### src/rtl/cmd_tx_pkg.sv
// Shared types and framing constants for the command transmitter.
// No logic; imported by the interface, the UART and the master.
package cmd_tx_pkg;
   localparam int FRAME_BITS = 10;
   localparam int DATA_BITS  = 8;

   typedef enum logic [1:0] {
      IDLE = 2'd0,
      SEND = 2'd1,
      DONE = 2'd2
   } mst_state_e;
endpackage

### src/rtl/cmd_tx_master_if.sv
// Host-side command bus: request/command in, serial line and status out.
// Purely wiring; master modport is the transmitter's view.
interface cmd_tx_master_if #(parameter int NUM_BYTES = 2);
   import cmd_tx_pkg::*;

   logic                           snd_cmd;
   logic [DATA_BITS*NUM_BYTES-1:0] cmd;
   logic                           TX;
   logic                           busy;
   logic                           cmd_cmplt;

   modport master (input snd_cmd, input cmd, output TX, output busy, output cmd_cmplt);
   modport slave  (output snd_cmd, output cmd, input TX, input busy, input cmd_cmplt);
endinterface

### src/rtl/cmd_tx_master_uart_tx.sv
// 8N1 serialiser: trmt loads a frame, TX drives the start bit on the next clock, 10*BAUD_DIV clocks per frame.
// No backpressure: trmt always reloads; tx_done pulses on the last clock of the stop bit so frames can abut.
module uart_tx
   import cmd_tx_pkg::*;
#(
   parameter int BAUD_DIV = 2604
) (
   input  logic                 clk,
   input  logic                 rst_n,
   input  logic                 trmt,
   input  logic [DATA_BITS-1:0] tx_data,
   output logic                 TX,
   output logic                 tx_done
);
   localparam int            BW        = $clog2(BAUD_DIV);
   localparam logic [BW-1:0] BAUD_LAST = BW'(BAUD_DIV - 1);
   localparam logic [3:0]    BIT_LAST  = 4'(FRAME_BITS - 1);

   typedef enum logic {TX_IDLE, TX_TRANSMIT} uart_state_e;

   uart_state_e           state_q, state_d;
   logic [FRAME_BITS-1:0] frame_q, frame_d;
   logic [BW-1:0]         baud_q, baud_d;
   logic [3:0]            bit_q, bit_d;
   logic                  tx_q, tx_d;
   logic                  bit_end;

   always_ff @(posedge clk or negedge rst_n) begin
      if (!rst_n) begin
         state_q <= TX_IDLE;
         frame_q <= '0;
         baud_q  <= '0;
         bit_q   <= '0;
         tx_q    <= 1'b1;
      end else begin
         state_q <= state_d;
         frame_q <= frame_d;
         baud_q  <= baud_d;
         bit_q   <= bit_d;
         tx_q    <= tx_d;
      end
   end

   always_comb begin
      state_d = state_q;
      frame_d = frame_q;
      baud_d  = baud_q;
      bit_d   = bit_q;
      tx_d    = tx_q;
      bit_end = (state_q == TX_TRANSMIT) && (baud_q == BAUD_LAST);
      tx_done = bit_end && (bit_q == BIT_LAST);

      if (trmt) begin
         state_d = TX_TRANSMIT;
         frame_d = {1'b1, tx_data, 1'b0};
         baud_d  = '0;
         bit_d   = '0;
         tx_d    = 1'b0;
      end else if (tx_done) begin
         state_d = TX_IDLE;
         baud_d  = '0;
         bit_d   = '0;
         tx_d    = 1'b1;
      end else if (bit_end) begin
         // Rotate rather than shift so bit 0 is the line value of the current bit.
         frame_d = {frame_q[0], frame_q[FRAME_BITS-1:1]};
         baud_d  = '0;
         bit_d   = bit_q + 4'd1;
         tx_d    = frame_q[1];
      end else if (state_q == TX_TRANSMIT) begin
         baud_d = baud_q + BW'(1);
      end
   end

   assign TX = tx_q;
endmodule

### src/rtl/cmd_tx_master.sv
// Sends a NUM_BYTES command as back-to-back 8N1 frames; start bit one clock after accept, no gaps between bytes.
// No backpressure: snd_cmd is sampled only in IDLE/DONE, requests while sending are dropped.
module cmd_tx_master
   import cmd_tx_pkg::*;
#(
   parameter int NUM_BYTES = 2,
   parameter int BAUD_DIV  = 2604,
   parameter bit MSB_FIRST = 1'b1
) (
   input logic             clk,
   input logic             rst_n,
   cmd_tx_master_if.master bus
);
   localparam int CMD_W = DATA_BITS * NUM_BYTES;
   localparam int CNT_W = $clog2(NUM_BYTES) + 1;

   mst_state_e           state_q, state_d;
   logic [CMD_W-1:0]     shreg_q, shreg_d;
   logic [CNT_W-1:0]     cnt_q, cnt_d;
   logic                 busy_q, busy_d;
   logic                 cmplt_q, cmplt_d;
   logic                 trmt;
   logic [DATA_BITS-1:0] tx_data;
   logic                 tx_done;

   function automatic logic [DATA_BITS-1:0] first_byte(input logic [CMD_W-1:0] v);
      return MSB_FIRST ? v[CMD_W-1 -: DATA_BITS] : v[DATA_BITS-1:0];
   endfunction

   function automatic logic [CMD_W-1:0] drop_byte(input logic [CMD_W-1:0] v);
      return MSB_FIRST ? (v << DATA_BITS) : (v >> DATA_BITS);
   endfunction

   always_ff @(posedge clk or negedge rst_n) begin
      if (!rst_n) begin
         state_q <= IDLE;
         shreg_q <= '0;
         cnt_q   <= '0;
         busy_q  <= 1'b0;
         cmplt_q <= 1'b0;
      end else begin
         state_q <= state_d;
         shreg_q <= shreg_d;
         cnt_q   <= cnt_d;
         busy_q  <= busy_d;
         cmplt_q <= cmplt_d;
      end
   end

   // The shift register holds only the bytes not yet handed to the UART.
   always_comb begin
      state_d = state_q;
      shreg_d = shreg_q;
      cnt_d   = cnt_q;
      busy_d  = busy_q;
      cmplt_d = cmplt_q;
      trmt    = 1'b0;
      tx_data = '0;

      case (state_q)
         IDLE, DONE: begin
            if (bus.snd_cmd) begin
               trmt    = 1'b1;
               tx_data = first_byte(bus.cmd);
               shreg_d = drop_byte(bus.cmd);
               cnt_d   = CNT_W'(NUM_BYTES - 1);
               state_d = SEND;
               busy_d  = 1'b1;
               cmplt_d = 1'b0;
            end
         end
         SEND: begin
            if (tx_done) begin
               if (cnt_q != '0) begin
                  trmt    = 1'b1;
                  tx_data = first_byte(shreg_q);
                  shreg_d = drop_byte(shreg_q);
                  cnt_d   = cnt_q - CNT_W'(1);
               end else begin
                  state_d = DONE;
                  busy_d  = 1'b0;
                  cmplt_d = 1'b1;
               end
            end
         end
         default: state_d = IDLE;
      endcase
   end

   uart_tx #(.BAUD_DIV(BAUD_DIV)) u_uart_tx (
      .clk     (clk),
      .rst_n   (rst_n),
      .trmt    (trmt),
      .tx_data (tx_data),
      .TX      (bus.TX),
      .tx_done (tx_done)
   );

   assign bus.busy      = busy_q;
   assign bus.cmd_cmplt = cmplt_q;
endmodule

### src/flat_wrapper.sv
// flat-port wrapper written by rule: the top's interface ports become plain ports
module cmd_tx_master_flat import cmd_tx_pkg::*;
#(
   parameter int NUM_BYTES = 2,
   parameter int BAUD_DIV  = 2604,
   parameter bit MSB_FIRST = 1'b1
)
  (clk, rst_n, bus_snd_cmd, bus_cmd, bus_TX, bus_busy, bus_cmd_cmplt);
  cmd_tx_master_if #(.NUM_BYTES(NUM_BYTES)) bus_i ();
  input logic clk;
  input logic rst_n;
  input wire logic [$bits(bus_i.snd_cmd)-1:0] bus_snd_cmd;
  input wire logic [$bits(bus_i.cmd)-1:0] bus_cmd;
  output wire logic [$bits(bus_i.TX)-1:0] bus_TX;
  output wire logic [$bits(bus_i.busy)-1:0] bus_busy;
  output wire logic [$bits(bus_i.cmd_cmplt)-1:0] bus_cmd_cmplt;
  assign bus_i.snd_cmd = bus_snd_cmd;
  assign bus_i.cmd = bus_cmd;
  assign bus_TX = bus_i.TX;
  assign bus_busy = bus_i.busy;
  assign bus_cmd_cmplt = bus_i.cmd_cmplt;
  cmd_tx_master #(.NUM_BYTES(NUM_BYTES), .BAUD_DIV(BAUD_DIV), .MSB_FIRST(MSB_FIRST)) u_core (.clk(clk), .rst_n(rst_n), .bus(bus_i));
endmodule
### config.mk
export PLATFORM = sky130hd
export DESIGN_NAME = cmd_tx_master_flat
export DESIGN_NICKNAME = d
export VERILOG_FILES = /design/src/rtl/cmd_tx_pkg.sv /design/src/rtl/cmd_tx_master_if.sv /design/src/rtl/cmd_tx_master_uart_tx.sv /design/src/rtl/cmd_tx_master.sv /design/src/flat_wrapper.sv
export SDC_FILE = /design/constraint.sdc
export NUM_CORES = 1
export LEC_CHECK = 0
export CAP_MARGIN = 20
export CORE_MARGIN = 2
export CORE_UTILIZATION = 44
export DETAILED_ROUTE_END_ITERATION = 16
export GPL_TIMING_DRIVEN = 1
export PLACE_DENSITY = 0.66
export SETUP_SLACK_MARGIN = 0.15
export SLEW_MARGIN = 20
export SYNTH_ARGS = -nofsm -noshare
export SYNTH_HDL_FRONTEND = slang
export SYNTH_SLANG_ARGS = --single-unit
### constraint.sdc
create_clock -name clk -period 1.55 [get_ports clk]
set_input_delay 0.2325 -clock clk [delete_from_list [all_inputs] [get_ports clk]]
set_output_delay 0.2325 -clock clk [all_outputs]
set_load 0.1 [all_outputs]
* Word-level counts from Yosys, hierarchy flattened *
Index checks and enable logic that the tools add are counted.

word-level totals
  latch bits = 0
  ROM bits = 0
  bits in writable memories = 0
  memories kept = 0
  register bits = 50

operators by class
  shifts and indexed selects = 0
  bitwise operators = 0
  mux-type cells = 42
  multipliers = 0
  $lt $le $gt $ge = 0
  equal/unequal tests = 9
  $add $sub $neg = 3
  reductions and logical operators = 14
  div/mod/pow operators = 0

operators by type and width
  operator               count
  $mux 12                4
  $mux 16                3
  $pmux 16 s2            1
  $mux 10                3
  $mux 8                 3
  $pmux 8 s2             1
  $mux 1                 14
  $add 12x1->12 const B  1
  $eq 12x12->1 const B   1
  $mux 4                 3
  $mux 2                 5
  $pmux 2 s2             2
  $reduce_and 4->1       2
  $reduce_bool 2->1      4
  $ne 2x1->1 const B     3
  $pmux 1 s2             3
  $add 4x1->4 const B    1
  $eq 4x4->1 const B     1
  $ne 2x2->1 const B     2
  $reduce_bool 4->1      1
  $reduce_and 3->1       1
  $reduce_bool 3->1      1
  $eq 2x1->1 const B     1
  $eq 2x2->1 const B     1
  5 further kinds        6

* Logic depth before layout (Yosys ltp) *
Gate-level depths: netlist of run 1.

  depth in word-level cells = 7
  gate-level depth with buffers = 8
  gate-level depth less buffers = 6

* By module *
Synthesis of run 1 repeated with hierarchy kept, for this count alone.

second synthesis, totals
  cells, all modules = 213
  area, all modules = 2152.1 um^2

modules (own cells, without submodules)
  module         cells each  instances  area an instance (um^2)
  uart_tx        157         1          1473.9
  cmd_tx_master  56          1          678.2

* Worst setup path before layout of run 1 *
No wires, ideal clock.

  kind = reg-to-reg
  start = register u_core.u_uart_tx.bit_q[1]
  end = register u_core.shreg_q[10]
  required time = 1429 ps
  setup time = 121 ps
  arrival = 1551 ps
  stages on the path, launching flop included = 8
  path buffers = 1
  clock period less this slack = 1673 ps
  path slack = -123 ps
  cells stage by stage = dfrtp_1 inv_1 ha_1 nand3b_1 nor3_2 a21o_1 buf_4 o21ai_1

on the way
  cells in the longest elaborated chain, start to end = 4

ends and longest elaborated chain
  what                        line                         RTL
  start, declared             cmd_tx_master_uart_tx.sv:24  logic [3:0] bit_q, bit_d;
  start signal, assigned      cmd_tx_master_uart_tx.sv:39  bit_q <= bit_d;
  $eq 4x4->1                  cmd_tx_master_uart_tx.sv:51  tx_done = bit_end && (bit_q == BIT_LAST);
  $logic_and 1x1->1           cmd_tx_master_uart_tx.sv:51
  $ne 2x1->1 (no line)        n/a
  $reduce_and 4->1 (no line)  n/a
  end signal, assigned        cmd_tx_master.sv:43          shreg_q <= shreg_d;
  end, declared               cmd_tx_master.sv:18          logic [CMD_W-1:0] shreg_q, shreg_d;

No other way between the ends.
A chain may end at the register's enable or synchronous reset.

* Final worst setup path of run 1 *
  start = register u_core.u_uart_tx.baud_q[1]
  end = register u_core.u_uart_tx.bit_q[2]

on the way
  cells in the longest elaborated chain, start to end = 6
  elaborated cells on any way between the ends = 8
  those cells by class = 1 x eq/ne; 4 x mux; 3 x reduce/logical

ends and longest elaborated chain
  what                                                          line                         RTL
  start, declared                                               cmd_tx_master_uart_tx.sv:23  logic [BW-1:0] baud_q, baud_d;
  start signal, assigned                                        cmd_tx_master_uart_tx.sv:38  baud_q <= baud_d;
  $eq 12x12->1 (*)                                              cmd_tx_master_uart_tx.sv:50  bit_end = (state_q == TX_TRANSMIT) && (baud_q == BAUD_LAST);
  $logic_and 1x1->1 (*)                                         cmd_tx_master_uart_tx.sv:50
  $logic_and 1x1->1                                             cmd_tx_master_uart_tx.sv:51
  $mux 1                                                        cmd_tx_master.sv:73          if (tx_done) begin
  $pmux 1 s2                                                    cmd_tx_master.sv:60          case (state_q)
  $reduce_bool 3->1 (no line) / $mux 4 (equally long branches)  n/a

Every way passes the cells marked *; elsewhere a longest branch is shown, timed or not.

==> run metrics, run 1 <==
Hold Path Class in2async; vias per cell 5.49; Worst Skew 0.00941 ns; DRT Wirelength 5940 um; max-slew violations 0; CP max FO 7; launch point of the worst reg-to-reg path u_core.u_uart_tx.baud_q[1]; cells after synthesis 225; Power per Cell Area 1010 mW/mm^2; R2R Setup Slk -0.15 ns; drt wl/cell 16.4 um; sw power 1.08 mW; GP Congestion 0.785; area of the core 0.00479 mm^2; number of enable flip-flop cells after synthesis 0; Clock Root Buffer clkbuf_8; TritonCTS buffer count 5; Longest Clk Path Bufs 2; Tcrit/Tclk final 109%; 1st-iter DRT viols 89; area occupied by multi-input gates 0.00134 mm^2; relative slew slack 71.6%; WP data required 1.78 ns; Sw Ratio 31.8%; Worst-path clk slew 0.08 ns; Filler cells 342; placement row count 25; FF-to-FF End u_core.u_uart_tx.bit_q[2]; failing checks negative setup slack; Layout area overhead 52.8%; final-report setup violation count 36; Avg Inst Size Synth 9.79 um^2; DR DRC count 0; Final Hold Fails 0; I/O Pins 22; clk_lat worst skew 0.30 ns; Worst Setup SP u_core.u_uart_tx.baud_q[1]; worst vdd ir 643 uV; power share of the clock group 21.9%; ANT nets after route 0; drt pass-1 iters 5; Nets 316; share of post-route cells with drive strength above 1 41.5%; Max-Cap Viols 0; area of the mapped netlist 0.00220 mm^2; CP Class reg2reg; detailed placement HPWL 3600 um; Yosys cell types 45; gr ovfl total 0; post-layout minimum cycle time 1.70 ns; syn_nets 248; most frequent cells in the layout dfrtp_1, buf_4, inv_1; Starting Density 46.0%; critical path arrival 1.93 ns; worst-case reg-to-reg path depth 5; Port Buffers 21; htree depth 2; top cell type's share of synthesized area 46.6%; hold slack 0.398 ns; initial antenna violation count 0; Vias 1,982; static leakage 1.40 nW; most common cell after layout, fill and taps aside dfrtp_1; Crit. End Element register; GRT Total Usage 21.5%; #FFs+latches synth 42; most area-consuming cells after synthesis dfrtp_1, nand3_1, mux2i_1; TritonCTS clock tree built; number of sinks on the clock net 42; Ant. Diodes 0; predominant post-synthesis flop cell dfrtp_1; largest net degree at the start of global routing 27; vias in the first global route 1,911; Worst Tran Pin Value 0.427 ns; Seq/Total Area, Yosys 47.8%; unrepaired setup endpoints after global routing true; Chip Width 74.7 um; area leader, netlist dfrtp_1; Register Area 0.00105 mm^2; Die Height 74.7 um; setup_tns -2.46 ns; Die Area 0.00559 mm^2; setup ws final -0.146 ns; status complete, but fails checks; internal power 2.31 mW; Synth Warn # 0; crit path to u_core.u_uart_tx.bit_q[2]; Startpoint Class register; Max Clock Freq 0.590 GHz; Seq pwr share 42.7%; Comb power frac 35.4%; first-pass GRT wire length 9040 um; Async S/R FF share, synth 100%
[power groups by stage]
stage | clock [mW] | sequential [mW] | combinational [mW]
finish | 0.740 | 1.45 | 1.20
global route | 0.816 | 1.46 | 1.30
CTS | 0.762 | 1.42 | 0.946
detailed placement | 0 | 1.43 | 0.888
global placement | 0 | 1.44 | 0.870
floorplan | 0 | 1.48 | 0.456
[per-stage QoR]
step,std cells,power (mW),setup WS (ns),cell area (um^2),utilization (%)
2_1_floorplan,225,1.93,-0.0274,2250,-
3_3_place_gp,342,2.31,-0.128,2840,59.3
3_5_place_dp,342,2.32,-0.183,2840,59.3
4_1_cts,357,3.13,-0.123,3070,64.1
5_1_grt,361,3.58,-0.208,3360,70.3
6_report,361,3.39,-0.146,3360,70.3
[cell families after synthesis]
| group | synth area share, % |
|---|---|
| xor+xnor | 2.39 |
| fa+ha+maj | 2.27 |
| flops | 47.8 |
| buf+inv | 6.14 |
| simple gates | 20.1 |
| compound gates | 17.2 |
| mux | 4.15 |
[critical path, stage by stage, from the launching register on]
cell and delay, ns:
dfrtp_1 0.36, ha_2 0.18, nor4b_4 0.30, nand3_4 0.17, or4_1 0.49, a21oi_1 0.13
[layout make-up]
cell class | instances | area share, %
clock buffers | 7 | 2.57
clock inverters | 1 | 0.149
inverters | 20 | 2.23
multi-input cells | 152 | 39.8
flip-flops and latches | 42 | 31.3
well taps | 67 | 2.49
repair buffers | 72 | 21.5
[what timing repair did]
| action | 4_1_cts | 5_1_grt |
|---|---|---|
| gates resized for setup | 18 | 54 |
| gates cloned | 1 | 2 |
| hold buffers | 1 | 0 |
| endpoints found under the hold margin | 16 | 0 |
| endpoints found under the setup margin | 42 | 42 |
| buffers inserted | 5 | 2 |
| pin swaps | 7 | 13 |
[flip-flops by register name, indices dropped and copies added, names as in the netlist]
| register | flops |
|---|---|
| u_core.bus.busy | 1 |
| u_core.u_uart_tx.bit_q | 4 |
| u_core.cnt_q | 2 |
| u_core.shreg_q | 8 |
| u_core.u_uart_tx.baud_q | 12 |
| u_core.u_uart_tx.frame_q | 10 |
| u_core.u_uart_tx.TX | 1 |
| u_core.bus.cmd_cmplt | 1 |
| u_core.state_q | 2 |
| u_core.u_uart_tx.state_q | 1 |
[Yosys cell counts, drive strengths merged, types with 2 or more instances]
| cell | count |
|---|---|
| a21o | 3 |
| a21oi | 10 |
| a2bb2oi | 8 |
| a31oi | 2 |
| and2 | 2 |
| and3 | 3 |
| buf | 9 |
| clkbuf | 3 |
| dfrtp | 41 |
| ha | 4 |
| inv | 20 |
| mux2i | 8 |
| nand2 | 10 |
| nand2b | 4 |
| nand3 | 22 |
| nand3b | 2 |
| nand4 | 2 |
| nor2 | 10 |
| nor3 | 3 |
| o2111ai | 2 |
| o211ai | 4 |
| o21ai | 18 |
| o22ai | 7 |
| o31ai | 2 |
| or3 | 5 |
| or4 | 3 |
| xor2 | 6 |
[layer usage]
layer  up-vias  track usage, %  part of all wire, %
li1        944               -                    -
met1       974            30.2                   47
met2        55            33.7                   47
met3         9            4.55                  4.2
met4         0            6.35                  1.4
met5         -               0                    0
[how the worst min path moves through the flow]
stage / end / slack, ns / cells after the start
floorplan: u_core.bus.busy / -0.06 / 0
global route: u_core.u_uart_tx.frame_q[7] / 0.42 / 2
global placement: u_core.shreg_q[13] / 0.19 / 1
CTS: u_core.u_uart_tx.frame_q[7] / 0.40 / 2
detailed placement: u_core.u_uart_tx.baud_q[0] / 0.19 / 1
finish: u_core.u_uart_tx.frame_q[7] / 0.40 / 2
(Power assumes the default switching activity.)
==> inputs of run 2 (changes only) <==
--- a/config.mk
+++ b/config.mk
@@ -5,6 +5,7 @@
 export SDC_FILE = /design/constraint.sdc
 export NUM_CORES = 1
 export LEC_CHECK = 0
+export ABC_AREA = 1
 export CAP_MARGIN = 20
 export CORE_MARGIN = 2
 export CORE_UTILIZATION = 44
==> run metrics, run 2 <==
area occupied by multi-input gates 0.00120 mm^2 (-10%); Starting Density 44.7% (-1.3 points); top cell type's share of synthesized area 45.5% (-1.1 points); Worst path max stage delay 0.39 ns (-0.10 ns); gr ovfl total 0 (unchanged); Power, Total 3.12 mW (-8.0%); number of enable flip-flop cells after synthesis 0 (unchanged); largest net degree at the start of global routing 43 (+59%); Async S/R FF share, synth 100% (unchanged); Met3 Routed Length 186 um (-26%); CP most frequent cell nor2_1; DR DRC count 0 (unchanged); final-report setup violation count 0 (-100%); area of the mapped netlist 0.00226 mm^2 (+2.4%); Hold Path Class in2async; most frequent cells in the layout nand2_1, nor2_1, dfrtp_1; critical-path cell list inv_1, ha_4, nand3_4, inv_4, nand4_4, nand2_4, buf_12, nor2_1, nor2_1, nor2_1; clk_lat worst skew 0.30 ns (about the same); share of post-route cells with drive strength above 1 25.3% (-16 points); Vias 2,050 (+3.4%); Tcrit/Tclk final 97.4% (-12 points); Longest Clk Path Bufs 2 (unchanged); Avg Inst Size Synth 7.81 um^2 (-20%); Worst Setup SP u_core.u_uart_tx.bit_q[1]; Place WS -0.0110 ns (+0.172 ns); CP max FO 8 (+1); Max Clock Freq 0.662 GHz (+12%); Nets 374 (+18%); number of sinks on the clock net 42 (unchanged); Final Hold Fails 0 (unchanged); Clock Root Buffer clkbuf_8; Die Height 75.6 um (+1.2%); area of the core 0.00504 mm^2 (+5.4%); Filler cells 443 (+30%); max-slew violations 0 (unchanged); critical path arrival 1.70 ns (-0.23 ns); vias in the first global route 1,965 (+2.8%); Worst-path clk slew 0.08 ns (about the same); most common cell in the netlist nand2_1; Met1 Wirelength 2340 um (-17%); Max-Cap Viols 0 (unchanged); Post-synth top cells nand2_1, nor2_1, dfrtp_1; Buf/Inv on CP 3 (+3); drt wl/cell 11.9 um (-27%); max reg flops 12 (unchanged); Layout area overhead 36.7%; Power per Cell Area 1010 mW/mm^2 (+0.45%); most common cell after layout, fill and taps aside nand2_1; #FFs+latches synth 42 (unchanged); Seq/Total Area, Yosys 46.6% (-1.1 points); Synth Warn # 0 (unchanged); area leader, netlist dfrtp_1; GRT Total Usage 20.3% (-1.3 points); launch point of the worst reg-to-reg path u_core.u_uart_tx.bit_q[1]; I/O Pins 22 (unchanged); Register Area 0.00105 mm^2 (unchanged); post-layout minimum cycle time 1.51 ns (-0.186 ns); Die Area 0.00572 mm^2 (+2.3%); TritonCTS clock tree built; drt pass-1 iters 4 (-1); 1st-iter DRT viols 93 (+4.5%); initial antenna violation count 0 (unchanged); Top reg by flops u_core.u_uart_tx.baud_q; first-pass GRT wire length 8670 um (-4.1%); status finished clean; static leakage 1.52 nW (+8.3%); Regs by FF count u_core.u_uart_tx.baud_q: 12 flops, u_core.u_uart_tx.frame_q: 10 flops, u_core.shreg_q: 8 flops; htree depth 2 (unchanged); Worst Tran Pin Value 0.279 ns (-0.147 ns); Chip Width 75.6 um (+1.2%); CP Class reg2reg; Yosys cell types 28 (-38%); Crit. End Element register; setup ws final 0.0404 ns (+0.186 ns); Startpoint Class register; vias per cell 4.86 (-12%); syn_nets 312 (+26%); TritonCTS buffer count 5 (unchanged); Ant. Diodes 0 (unchanged); detailed placement HPWL 3590 um (-0.41%); predominant post-synthesis flop cell dfrtp_1; Top Layer Used met4; relative slew slack 81.4% (+9.8 points); GP Congestion 0.801 (+2.0%); DRT Wirelength 5040 um (-15%); ANT nets after route 0 (unchanged); most area-consuming cells after synthesis dfrtp_1, nand2_1, nor2_1; kind of cell adding the most delay to the critical path simple AND/OR/NAND/NOR gates; Detail Route met2 WL 2440 um (-13%); worst vdd ir 548 uV (-15%); unrepaired setup endpoints after global routing true; Worst path slowest cell dfrtp_1; placement row count 26 (+4.0%); Port Buffers 21 (unchanged); cells after synthesis 289 (+28%); WP data required 1.75 ns (-0.03 ns); Worst Skew 0.00640 ns (-0.00302 ns)
-- run 2: cell types whose count changed in the layout (fill, tap and decap cells not counted), sizes merged, moves of 5 or more --
cell     change
nand4       +10
or3          -5
a21oi        -7
buf         -12
nor2        +55
a2bb2oi      -8
nand2       +71
o21ai        -5
mux2i        -8
nand3        +5
-- run 2: layout make-up --
class	instances	share of cell area [%]
multi-input cells	219	38.9
flip-flops and latches	42	34.1
repair buffers	59	18.0
inverters	24	3.17
well taps	70	2.84
clock buffers	7	2.80
clock inverters	1	0.162
-- run 2: worst paths after layout --
check,endpoint,slack (ns),depth (start not counted)
worst min-delay path,u_core.state_q[1],0.44,3
worst min register to register,u_core.cnt_q[0],0.48,1
worst max register to register,u_core.u_uart_tx.frame_q[1],0.04,10
min in group clk,u_core.cnt_q[0],0.48,1
max in group asynchronous,u_core.u_uart_tx.TX,0.85,3
worst max-delay path,u_core.u_uart_tx.frame_q[1],0.04,10
-- run 2: worst reg2reg max path, stage by stage, from the launching register on --
cell and delay [ns]:
dfrtp_1 0.39, inv_1 0.12, ha_4 0.16, nand3_4 0.10, inv_4 0.10, nand4_4 0.10, nand2_4 0.13, buf_12 0.12
nor2_1 0.04, nor2_1 0.10, nor2_1 0.05
-- run 2: repair_timing --
action                                 4_1_cts  5_1_grt
hold buffers                                 1        0
gates resized for setup                     15       14
gates cloned                                 1        0
pin swaps                                    6        4
setup endpoints to repair                   41       42
endpoints found under the hold margin       41        0
setup buffers                                4        0
-- run 2: metal layers --
layer	vias up	GRT usage, %
li1	1052	-
met1	944	25.7
met2	46	34.2
met3	8	4.23
met4	0	7.41
met5	-	0
-- run 2: kinds of logic (layout without fill, tap and decap cells) --
family,count (synthesis),count (layout),synth area share (%)
buffers and inverters,29,91,6.05
AND/OR/NAND/NOR,187,188,37.5
XOR/XNOR,6,6,2.33
AO/OA/AOI/OAI,21,21,5.21
flip-flops,42,42,46.6
adder cells (fa/ha/maj),4,4,2.22
-- run 2: stage by stage --
stage	utilization, %	cells	instance area [um^2]	TNS, ns	hold WS [ns]
floorplan	-	289	2300	0	-0.0631
global placement	56.3	408	2840	0	0.225
detailed placement	56.3	408	2840	-0.0402	0.227
CTS	60.3	422	3040	0	0.435
global route	61.1	422	3080	-1.29	0.474
finish	61.1	422	3080	0	0.437
-- run 2: power by group --
part | switching (mW) | internal (mW) | total [mW]
registers | 0.143 | 1.30 | 1.44
logic | 0.514 | 0.430 | 0.944
clock network | 0.370 | 0.360 | 0.730
